<file path="src/rtl/mips_pkg.sv">
// Shared definitions for the pipeline hazard unit.
//   mdState_t : multiply/divide tracker states (IDLE=0, MUL=1, DIV=2)
//   FWD_*     : Execute-stage forward-mux selects
package mips_pkg;

  typedef enum logic [1:0] {
    IDLE = 2'd0,
    MUL  = 2'd1,
    DIV  = 2'd2
  } mdState_t;

  localparam logic [1:0] FWD_RF  = 2'b00;
  localparam logic [1:0] FWD_WB  = 2'b01;
  localparam logic [1:0] FWD_MEM = 2'b10;

endpackage

</file>
<file path="src/rtl/md_tracker.sv">
// Multi-cycle multiply/divide occupancy tracker.
//   clk, reset : rising-edge clock, synchronous active-high reset
//   startMul   : multiply issuing from Execute (wins over startDiv)
//   startDiv   : divide issuing from Execute
//   mdBusy     : unit occupied, or being started this cycle
//   mdDone     : one-cycle HI/LO write-enable pulse in the last busy cycle
module md_tracker
  import mips_pkg::*;
#(
  parameter int unsigned MUL_LAT = 32,
  parameter int unsigned DIV_LAT = 64
) (
  input  logic clk,
  input  logic reset,
  input  logic startMul,
  input  logic startDiv,
  output logic mdBusy,
  output logic mdDone
);

  mdState_t   state, stateNext;
  logic [7:0] cnt, cntNext;

  always_ff @(posedge clk) begin
    if (reset) begin
      state <= IDLE;
      cnt   <= '0;
    end else begin
      state <= stateNext;
      cnt   <= cntNext;
    end
  end

  // cnt is loaded with LAT-1 and the terminal test is made on the
  // decremented value, so the last busy cycle is LAT-1 cycles after the
  // start cycle and the unit is back in IDLE exactly LAT cycles after it.
  always_comb begin
    stateNext = state;
    cntNext   = cnt;
    mdDone    = 1'b0;
    case (state)
      IDLE: begin
        if (startMul) begin
          stateNext = MUL;
          cntNext   = 8'(MUL_LAT - 1);
        end else if (startDiv) begin
          stateNext = DIV;
          cntNext   = 8'(DIV_LAT - 1);
        end
      end
      MUL, DIV: begin
        cntNext = cnt - 8'd1;
        if (cntNext == '0) begin
          // An aborting reset must not commit HI/LO.
          mdDone    = ~reset;
          stateNext = IDLE;
        end
      end
      default: begin
        stateNext = IDLE;
        cntNext   = '0;
      end
    endcase
  end

  assign mdBusy = (state != IDLE) | startMul | startDiv;

endmodule

</file>
<file path="src/rtl/hazard_ctrl.sv">
// Pipeline hazard unit: load-use, branch-compare and multiply/divide stalls,
// Decode and Execute operand forwarding.
//   clk, reset                 : rising-edge clock, synchronous active-high reset
//   branchD, mdstartD, hiloreadD : Decode-stage instruction class
//   memtoregE/M, regwriteE/M/W : pipeline control per stage
//   start_mulE, start_divE     : mult/div issuing from Execute
//   rsD, rtD, rsE, rtE         : source register indices
//   writeregE/M/W              : destination register indices
//   stallF, stallD, flushE     : pipeline hold / bubble insertion
//   forwardaD, forwardbD       : Decode operands taken from Memory
//   forwardaE, forwardbE       : Execute operand select (FWD_RF/FWD_WB/FWD_MEM)
//   md_busy, md_done           : multi-cycle unit occupancy and HI/LO write pulse
module hazard_ctrl
  import mips_pkg::*;
#(
  parameter int unsigned REG_W   = 5,
  parameter int unsigned MUL_LAT = 32,
  parameter int unsigned DIV_LAT = 64
) (
  input  logic             clk,
  input  logic             reset,
  input  logic             branchD,
  input  logic             mdstartD,
  input  logic             hiloreadD,
  input  logic             memtoregE,
  input  logic             regwriteE,
  input  logic             memtoregM,
  input  logic             regwriteM,
  input  logic             regwriteW,
  input  logic             start_mulE,
  input  logic             start_divE,
  input  logic [REG_W-1:0] rsD,
  input  logic [REG_W-1:0] rtD,
  input  logic [REG_W-1:0] rsE,
  input  logic [REG_W-1:0] rtE,
  input  logic [REG_W-1:0] writeregE,
  input  logic [REG_W-1:0] writeregM,
  input  logic [REG_W-1:0] writeregW,
  output logic             stallF,
  output logic             stallD,
  output logic             flushE,
  output logic             forwardaD,
  output logic             forwardbD,
  output logic [1:0]       forwardaE,
  output logic [1:0]       forwardbE,
  output logic             md_busy,
  output logic             md_done
);

  logic lwStall, branchStall, mdStall;
  logic exeHitD, memHitD;

  md_tracker #(
    .MUL_LAT (MUL_LAT),
    .DIV_LAT (DIV_LAT)
  ) uTracker (
    .clk      (clk),
    .reset    (reset),
    .startMul (start_mulE),
    .startDiv (start_divE),
    .mdBusy   (md_busy),
    .mdDone   (md_done)
  );

  // Memory-stage value wins over Writeback; register 0 is never forwarded.
  function automatic logic [1:0] fwdSel(input logic [REG_W-1:0] src,
                                        input logic [REG_W-1:0] wrM,
                                        input logic             wenM,
                                        input logic [REG_W-1:0] wrW,
                                        input logic             wenW);
    logic [1:0] sel;
    sel = FWD_RF;
    if (src != '0) begin
      if (wenM && src == wrM)      sel = FWD_MEM;
      else if (wenW && src == wrW) sel = FWD_WB;
    end
    return sel;
  endfunction

  always_comb begin
    lwStall = memtoregE & (rtE != '0) & ((rsD == rtE) | (rtD == rtE));

    exeHitD = regwriteE & (writeregE != '0) &
              ((writeregE == rsD) | (writeregE == rtD));
    memHitD = memtoregM & (writeregM != '0) &
              ((writeregM == rsD) | (writeregM == rtD));
    branchStall = branchD & (exeHitD | memHitD);

    mdStall = md_busy & (hiloreadD | mdstartD);

    flushE = lwStall | branchStall | mdStall;
    stallD = flushE;
    stallF = flushE;

    forwardaD = (rsD != '0) & (rsD == writeregM) & regwriteM;
    forwardbD = (rtD != '0) & (rtD == writeregM) & regwriteM;

    forwardaE = fwdSel(rsE, writeregM, regwriteM, writeregW, regwriteW);
    forwardbE = fwdSel(rtE, writeregM, regwriteM, writeregW, regwriteW);
  end

endmodule
</file>
<file path="config.mk">
export PLATFORM = sky130hd
export DESIGN_NAME = hazard_ctrl
export DESIGN_NICKNAME = d
export VERILOG_FILES = /design/src/rtl/mips_pkg.sv /design/src/rtl/md_tracker.sv /design/src/rtl/hazard_ctrl.sv
export SDC_FILE = /design/constraint.sdc
export NUM_CORES = 1
export LEC_CHECK = 0
export ABC_AREA = 1
export CAP_MARGIN = 25
export CORE_MARGIN = 2
export CORE_UTILIZATION = 48
export CTS_CLUSTER_SIZE = 30
export DETAILED_ROUTE_END_ITERATION = 6
export PLACE_DENSITY = 0.86
export SLEW_MARGIN = 20
export SYNTH_ARGS = -nofsm -noshare
export SYNTH_HDL_FRONTEND = slang
export SYNTH_SLANG_ARGS = --single-unit
</file>
<file path="constraint.sdc">
create_clock -name clk -period 3.49 [get_ports clk]
set_input_delay 0.349 -clock clk [delete_from_list [all_inputs] [get_ports clk]]
set_output_delay 0.349 -clock clk [all_outputs]
set_load 0.03 [all_outputs]
</file>
==> flow_metrics.env, run 1 <==
export IMPL_antenna_cells=0
export IMPL_multi_input_area_sq_mm=0.001085
export IMPL_worstSetupPathType="input port to output pin"
export IMPL_arrival_ps=2480
export IMPL_final_nets=364
export IMPL_drc_errors=0
export IMPL_die_w_um=59.58
export IMPL_yosys_area_share_simple=0.3983
export IMPL_cp_start_kind="input port"
export IMPL_dpl_worst_slack_ps=663.3
export IMPL_async_flop_share=0
export IMPL_synth_compound_area_frac=0.1401
export IMPL_io_buffers=57
export IMPL_yosysSeqAreaShare=0.1350
export IMPL_core_sq_mm=0.003003
export IMPL_timing_fmax_mhz=353.7
export IMPL_min_delay_path_class="flip-flop to flip-flop"
export IMPL_worst_slew_pin_slew_ps=418.8
export IMPL_synthCells=259
export IMPL_clkTransAtPathRegs_ps=70
export IMPL_worst_skew_pair_late_latency_ps=270
export IMPL_cts_setup_buffers=0
export IMPL_clockBufferDepth=2
export IMPL_grt_antenna_before_repair=0
export IMPL_drt_wirelength_per_cell_um=12.39
export IMPL_setup_viol=0
export IMPL_layout_min_cycle_time_ps=2827
export IMPL_skew_ps=4.254
export IMPL_first_global_vias=1679
export IMPL_layout_setup_ws_ps=662.5
export IMPL_synth_area_sq_mm=0.001483
export IMPL_drt_pass1_iter_count=4
export IMPL_grt_setup_unrepaired="no"
export IMPL_yosys_cell_types_count=31
export IMPL_chipHeight_um=59.58
export IMPL_clock_sinks=10
export IMPL_n_fill_cell=277
export IMPL_holdWs_ps=486.6
export IMPL_fin_util=0.6975
export IMPL_cts_htree_levels=1
export IMPL_synth_top_family_by_area="simple AND/OR/NAND/NOR gates"
export IMPL_synth_seq_cells=10
export IMPL_synth_nets=310
export IMPL_synth_xor_area_frac=0.1595
export IMPL_post_cts_resized=0
export IMPL_drtIter0Drc=95
export IMPL_path_max_fanout=5
export IMPL_peakVddDrop_v=0.0001018
export IMPL_grt_pass1_wl_um=6989
export IMPL_hold_viol=0
export IMPL_slew_viol_final=0
export IMPL_muxShareOfSynthArea=0
export IMPL_maxCapViolCount=0
export IMPL_wirelength_um=4273
export IMPL_synthAdderAreaFrac=0.03376
export IMPL_worstPathRequired_ps=3140
export IMPL_synth_ff_type="dfxtp_1"
export IMPL_routabilityCongestion=0.9796
export IMPL_syn2layout_area_growth_pct=41.27
export IMPL_ys_warn_count=0
export IMPL_setup_tns_final_ps=0
export IMPL_vias_per_cell=5.255
export IMPL_start_util=0.4937
export IMPL_cts_buffers=3
export IMPL_hold_buffers=0
export IMPL_grt_max_degree=12
export IMPL_vias=1813
export IMPL_cts_tree="yes"
export IMPL_run_status="finished clean"
export IMPL_powerDensity_mw_per_mm2=277.4
export IMPL_end_kind="output pin"
export IMPL_track_usage=0.2554
export IMPL_avgSynthCellArea_sq_um=5.725
export IMPL_power_w=0.0005811
export IMPL_rows=20
export IMPL_seq_area_sq_um=200.2
export IMPL_synth_edf_count=0
export IMPL_r2r_setup_slack_ps=1630
export IMPL_fin_crit_sh=0.8102
export IMPL_dp_hpwl_um=3541
export IMPL_dieArea_sq_mm=0.003549
export IMPL_max_slew_margin=0.7199
export IMPL_antenna_left=0
export IMPL_grt_overflow=0
export IMPL_io_pins=58
export IMPL_cts_root_buffer="clkbuf_4"
export IMPL_drive_gt1_frac=0.03846
export IMPL_leakage_nw=0.9510
cell families (layout without fill, tap and decap cells):
kind of cell | count (synthesis) | count (layout)
buffers and inverters | 50 | 103
flip-flops | 10 | 10
AO/OA/AOI/OAI | 35 | 35
adder cells (fa/ha/maj) | 4 | 4
AND/OR/NAND/NOR | 133 | 133
XOR/XNOR | 27 | 27
layout by cell type, fill, tap and decap left out, drive strengths merged, types with 2 or more instances in the layout:
cell type	count
nand2	63
clkdlybuf4s50	57
inv	41
nor2	35
xor2	19
a21oi	13
nand3	13
dfxtp	10
nor4	9
xnor2	8
o21ai	7
a31oi	6
nor3	5
nand4	4
ha	4
clkbuf	4
o22ai	3
a211oi	2
nand3b	2
registers in the layout, indices dropped and copies added (netlist names):
name and count:
uTracker.cnt 8, uTracker.state 2
synthesized netlist by cell type, types with 3 or more instances:
cell	n	area share
nand2_1	61	0.15
inv_1	40	0.10
nor2_1	32	0.081
xor2_1	19	0.11
a21oi_1	13	0.044
nand3_1	13	0.044
dfxtp_1	10	0.14
nor4_1	9	0.038
xnor2_1	8	0.047
a31oi_1	6	0.025
o21ai_0	6	0.020
clkbuf_1	5	0.013
nor3_1	5	0.017
ha_1	4	0.034
nand4_1	4	0.017
o22ai_1	3	0.013
final timing paths:
check / from / to / cells after the start
worst min register to register: uTracker.state[0]$_SDFFE_PP0P_ / uTracker.state[0]$_SDFFE_PP0P_ / 2
worst max-delay path: writeregM[0] / stallD / 11
worst max register to register: uTracker.state[0]$_SDFFE_PP0P_ / uTracker.cnt[7]$_SDFFE_PP0P_ / 12
worst min-delay path: uTracker.state[0]$_SDFFE_PP0P_ / uTracker.state[0]$_SDFFE_PP0P_ / 2
area by class of cell:
type	instances	area share
flip-flops and latches	10	0.09558
clock buffers	4	0.01732
multi-input cells	199	0.5179
inverters	41	0.07348
repair buffers	58	0.2760
well taps	33	0.01971
critical path, cell delays in order:
cell and delay, ps:
clkdlybuf4s50_1 490, inv_1 150, nor2_1 50, nor4_1 270, nand3_1 130, nand2_1 70
nand2_1 50, nand2_1 50, nand2_1 50, nand2_1 130, clkdlybuf4s50_1 700
report_power, final:
part           internal [W]  switching [W]  leakage, nW
sequential         0.000131      0.0000230       0.0828
combinational      0.000143       0.000176        0.847
clock             0.0000634      0.0000446       0.0210
routing by layer:
| metal | track usage | share of wire |
|---|---|---|
| met5 | 0 | 0 |
| met4 | 0.1175 | 0.028 |
| met3 | 0.04585 | 0.053 |
| met2 | 0.4396 | 0.48 |
| met1 | 0.3054 | 0.44 |
stage by stage:
stage	std cells	cell area (sq um)
3_5_place_dp	341	2058
4_1_cts	345	2095
3_3_place_gp	341	2058
6_report	345	2095
2_1_floorplan	259	1483
5_1_grt	345	2095
Note: power is estimated with default switching activity, not from simulation.
==> inputs of run 2 (changes only) <==
Settings changed: CORE_UTILIZATION 48 to 40, PLACE_DENSITY 0.86 to 0.76.
Clock period 3.49 ns to 2.35 ns, I/O delays scaled along.
==> run 2 against run 1 <==
Against the previous run:
- clock skew decreased by 3.7 ps
- via count up 4.5%
- core utilization shrank 7.2 points
- sequential power up 46%
- final cell count rose by 9.9%
- wire length increased by 7.4%
- die area increased by 19%
- register-to-register slack worse by 1100 ps
- combinational power increased by 60%
- highest routed layer unchanged
- total power up 65%
- first-iteration DRC count rose by 26%
- critical path depth fell by 3
==> flow_metrics.env, run 2 (same netlist as run 1, synthesis figures left out) <==
export IMPL_run_status="finished clean"
export IMPL_chipHeight_um=64.88
export IMPL_worst_skew_pair_late_latency_ps=240
export IMPL_dieArea_sq_mm=0.004209
export IMPL_routabilityCongestion=0.9045
export IMPL_skew_ps=0.5666
export IMPL_top_regs="uTracker.cnt x8, uTracker.state x2"
export IMPL_setup_viol=0
export IMPL_n_fill_cell=338
export IMPL_cts_tree="yes"
export IMPL_switchingPower_w=0.0003792
export IMPL_final_nets=383
export IMPL_syn2layout_area_growth_pct=52.07
export IMPL_drt_pass1_iter_count=4
export IMPL_maxCapViolCount=0
export IMPL_path_max_fanout=4
export IMPL_track_usage=0.2406
export IMPL_drc_errors=0
export IMPL_p_sw_frac=0.3965
export IMPL_rows=22
export IMPL_slowest_delay_ps=380
export IMPL_layout_min_cycle_time_ps=2149
export IMPL_wirelength_um=4590
export IMPL_clkTransAtPathRegs_ps=50
export IMPL_cts_htree_levels=1
export IMPL_grt_pass1_wl_um=8148
export IMPL_clock_sinks=10
export IMPL_antenna_left=0
export IMPL_cp_top_family="simple AND/OR/NAND/NOR gates"
export IMPL_place_inst=375
export IMPL_cp_start_kind="flip-flop"
export IMPL_vias_per_cell=5.000
export IMPL_crit_start="uTracker.cnt[0]$_SDFFE_PP0P_"
export IMPL_top_register="uTracker.cnt"
export IMPL_pwr_share_seq=0.235
export IMPL_cts_root_buffer="clkbuf_8"
export IMPL_hold_viol=0
export IMPL_grt_max_degree=11
export IMPL_cp_cell_sequence="inv_2 -> ha_1 -> xnor2_1 -> nand2_1 -> nor2_1 -> nand3_1 -> nor4_1 -> clkbuf_2"
export IMPL_stdcell_count=379
export IMPL_hold_depth=2
export IMPL_drive_gt1_frac=0.1208
export IMPL_fin_util=0.6253
export IMPL_timing_fmax_mhz=465.4
export IMPL_io_buffers=57
export IMPL_slew_viol_final=0
export IMPL_internal_power_w=0.0005773
export IMPL_power_w=0.0009565
export IMPL_min_delay_path_class="flip-flop to flip-flop"
export IMPL_arrival_ps=1910
export IMPL_clockPowerShare=0.230
export IMPL_worst_path_buf_inv=2
export IMPL_io_pins=58
export IMPL_vias=1895
export IMPL_clockBufferDepth=2
export IMPL_peakVddDrop_v=0.0001889
export IMPL_min_from="uTracker.state[1]$_SDFFE_PP0P_"
export IMPL_start_util=0.4112
export IMPL_r2r_setup_slack_ps=570
export IMPL_drtIter0Drc=120
export IMPL_final_common_cell="nand2_1"
export IMPL_end_kind="output pin"
export IMPL_leakage_nw=1.072
export IMPL_worstSetupPathType="flip-flop to output pin"
export IMPL_reg2regPathDepth=11
export IMPL_holdWs_ps=484.3
export IMPL_fin_crit_sh=0.9143
export IMPL_cts_setup_buffers=0
export IMPL_first_global_vias=1956
export IMPL_p_comb_frac=0.534
export IMPL_grt_overflow=0
export IMPL_regToRegEndpoint="uTracker.cnt[0]$_SDFFE_PP0P_"
export IMPL_largest_reg_flops=8
export IMPL_reg2reg_from="uTracker.state[0]$_SDFFE_PP0P_"
export IMPL_powerDensity_mw_per_mm2=424.3
export IMPL_die_w_um=64.88
export IMPL_mostFrequentLayoutCells="61 x nand2_1, 46 x clkdlybuf4s50_1, 40 x inv_1, 31 x nor2_1, 27 x buf_4"
export IMPL_setup_tns_final_ps=0
export IMPL_cp_slowest_cell="dfxtp_1"
export IMPL_core_sq_mm=0.003606
export IMPL_holdPathEnd="uTracker.state[1]$_SDFFE_PP0P_"
export IMPL_max_slew_margin=0.7308
export IMPL_worstPathRequired_ps=2120
export IMPL_grt_setup_unrepaired="no"
export IMPL_drt_wirelength_per_cell_um=12.11
export IMPL_antenna_cells=0
export IMPL_grt_antenna_before_repair=0
export IMPL_dp_hpwl_um=3776
export IMPL_worst_slew_pin_slew_ps=400.1
export IMPL_cts_buffers=3
run 2: cell types whose count changed in the layout (fill, tap and decap cells not counted), sizes merged:
cell	change
clkbuf	+1
dlygate4sd2	+2
buf	+26
dlymetal6s2s	+1
clkdlybuf4s50	-11
run 2: layout make-up:
type                            instances  area (sq um)  area share
Inverter                               41         153.9     0.06826
Timing Repair Buffer                   77         698.2      0.3097
Clock buffer                            4         55.05     0.02442
Tap cell                               48         60.06     0.02664
Sequential cell                        10         200.2     0.08879
Multi-Input combinational cell        199          1087      0.4822
run 2: power groups by stage:
stage          clock, W  sequential (W)  combinational (W)
2_1_floorplan         0        0.000224           0.000306
3_3_place_gp          0        0.000227           0.000497
3_5_place_dp          0        0.000228           0.000504
4_1_cts        0.000221        0.000225           0.000508
5_1_grt        0.000231        0.000229           0.000574
6_report       0.000220        0.000225           0.000511
run 2: metal layers:
| metal | up-vias | part of all wire | GRT usage |
|---|---|---|---|
| met4 | 0 | 0.029 | 0.09574 |
| met2 | 69 | 0.50 | 0.4575 |
| li1 | 978 | - | - |
| met5 | - | 0 | 0 |
| met1 | 833 | 0.42 | 0.2713 |
| met3 | 15 | 0.044 | 0.02257 |
run 2: per-stage QoR:
step	setup WS, ps	area (sq um)
6_report	201.5	2255
5_1_grt	47.53	2255
4_1_cts	57.44	2253
3_5_place_dp	-1.549	2202
3_3_place_gp	33.53	2202
2_1_floorplan	145.4	1483
run 2: worst max-delay path by stage:
| stage | end | slack, ps | depth (start not counted) |
|---|---|---|---|
| global route | forwardbE[0] | 50 | 8 |
| floorplan | md_done | 150 | 7 |
| global placement | forwardbE[0] | 30 | 6 |
| detailed placement | forwardaE[0] | -2 | 6 |
| finish | md_done | 200 | 8 |
| CTS | md_busy | 60 | 8 |
run 2: timing repair:
item,CTS,global route
pin swaps,0,0
resized for setup,3,5
hold buffers,0,0
endpoints found under the setup margin,3,5
cloned,0,0
run 2: worst reg2reg max path: stages, from the launching register on:
cell and delay, ps:
dfxtp_1 350, inv_1 60, ha_1 220, inv_1 60
nor2_1 40, inv_1 70, nor2_2 70, nor2_1 230
inv_1 90, nor2_2 230, nand2_1 110, a31oi_1 170
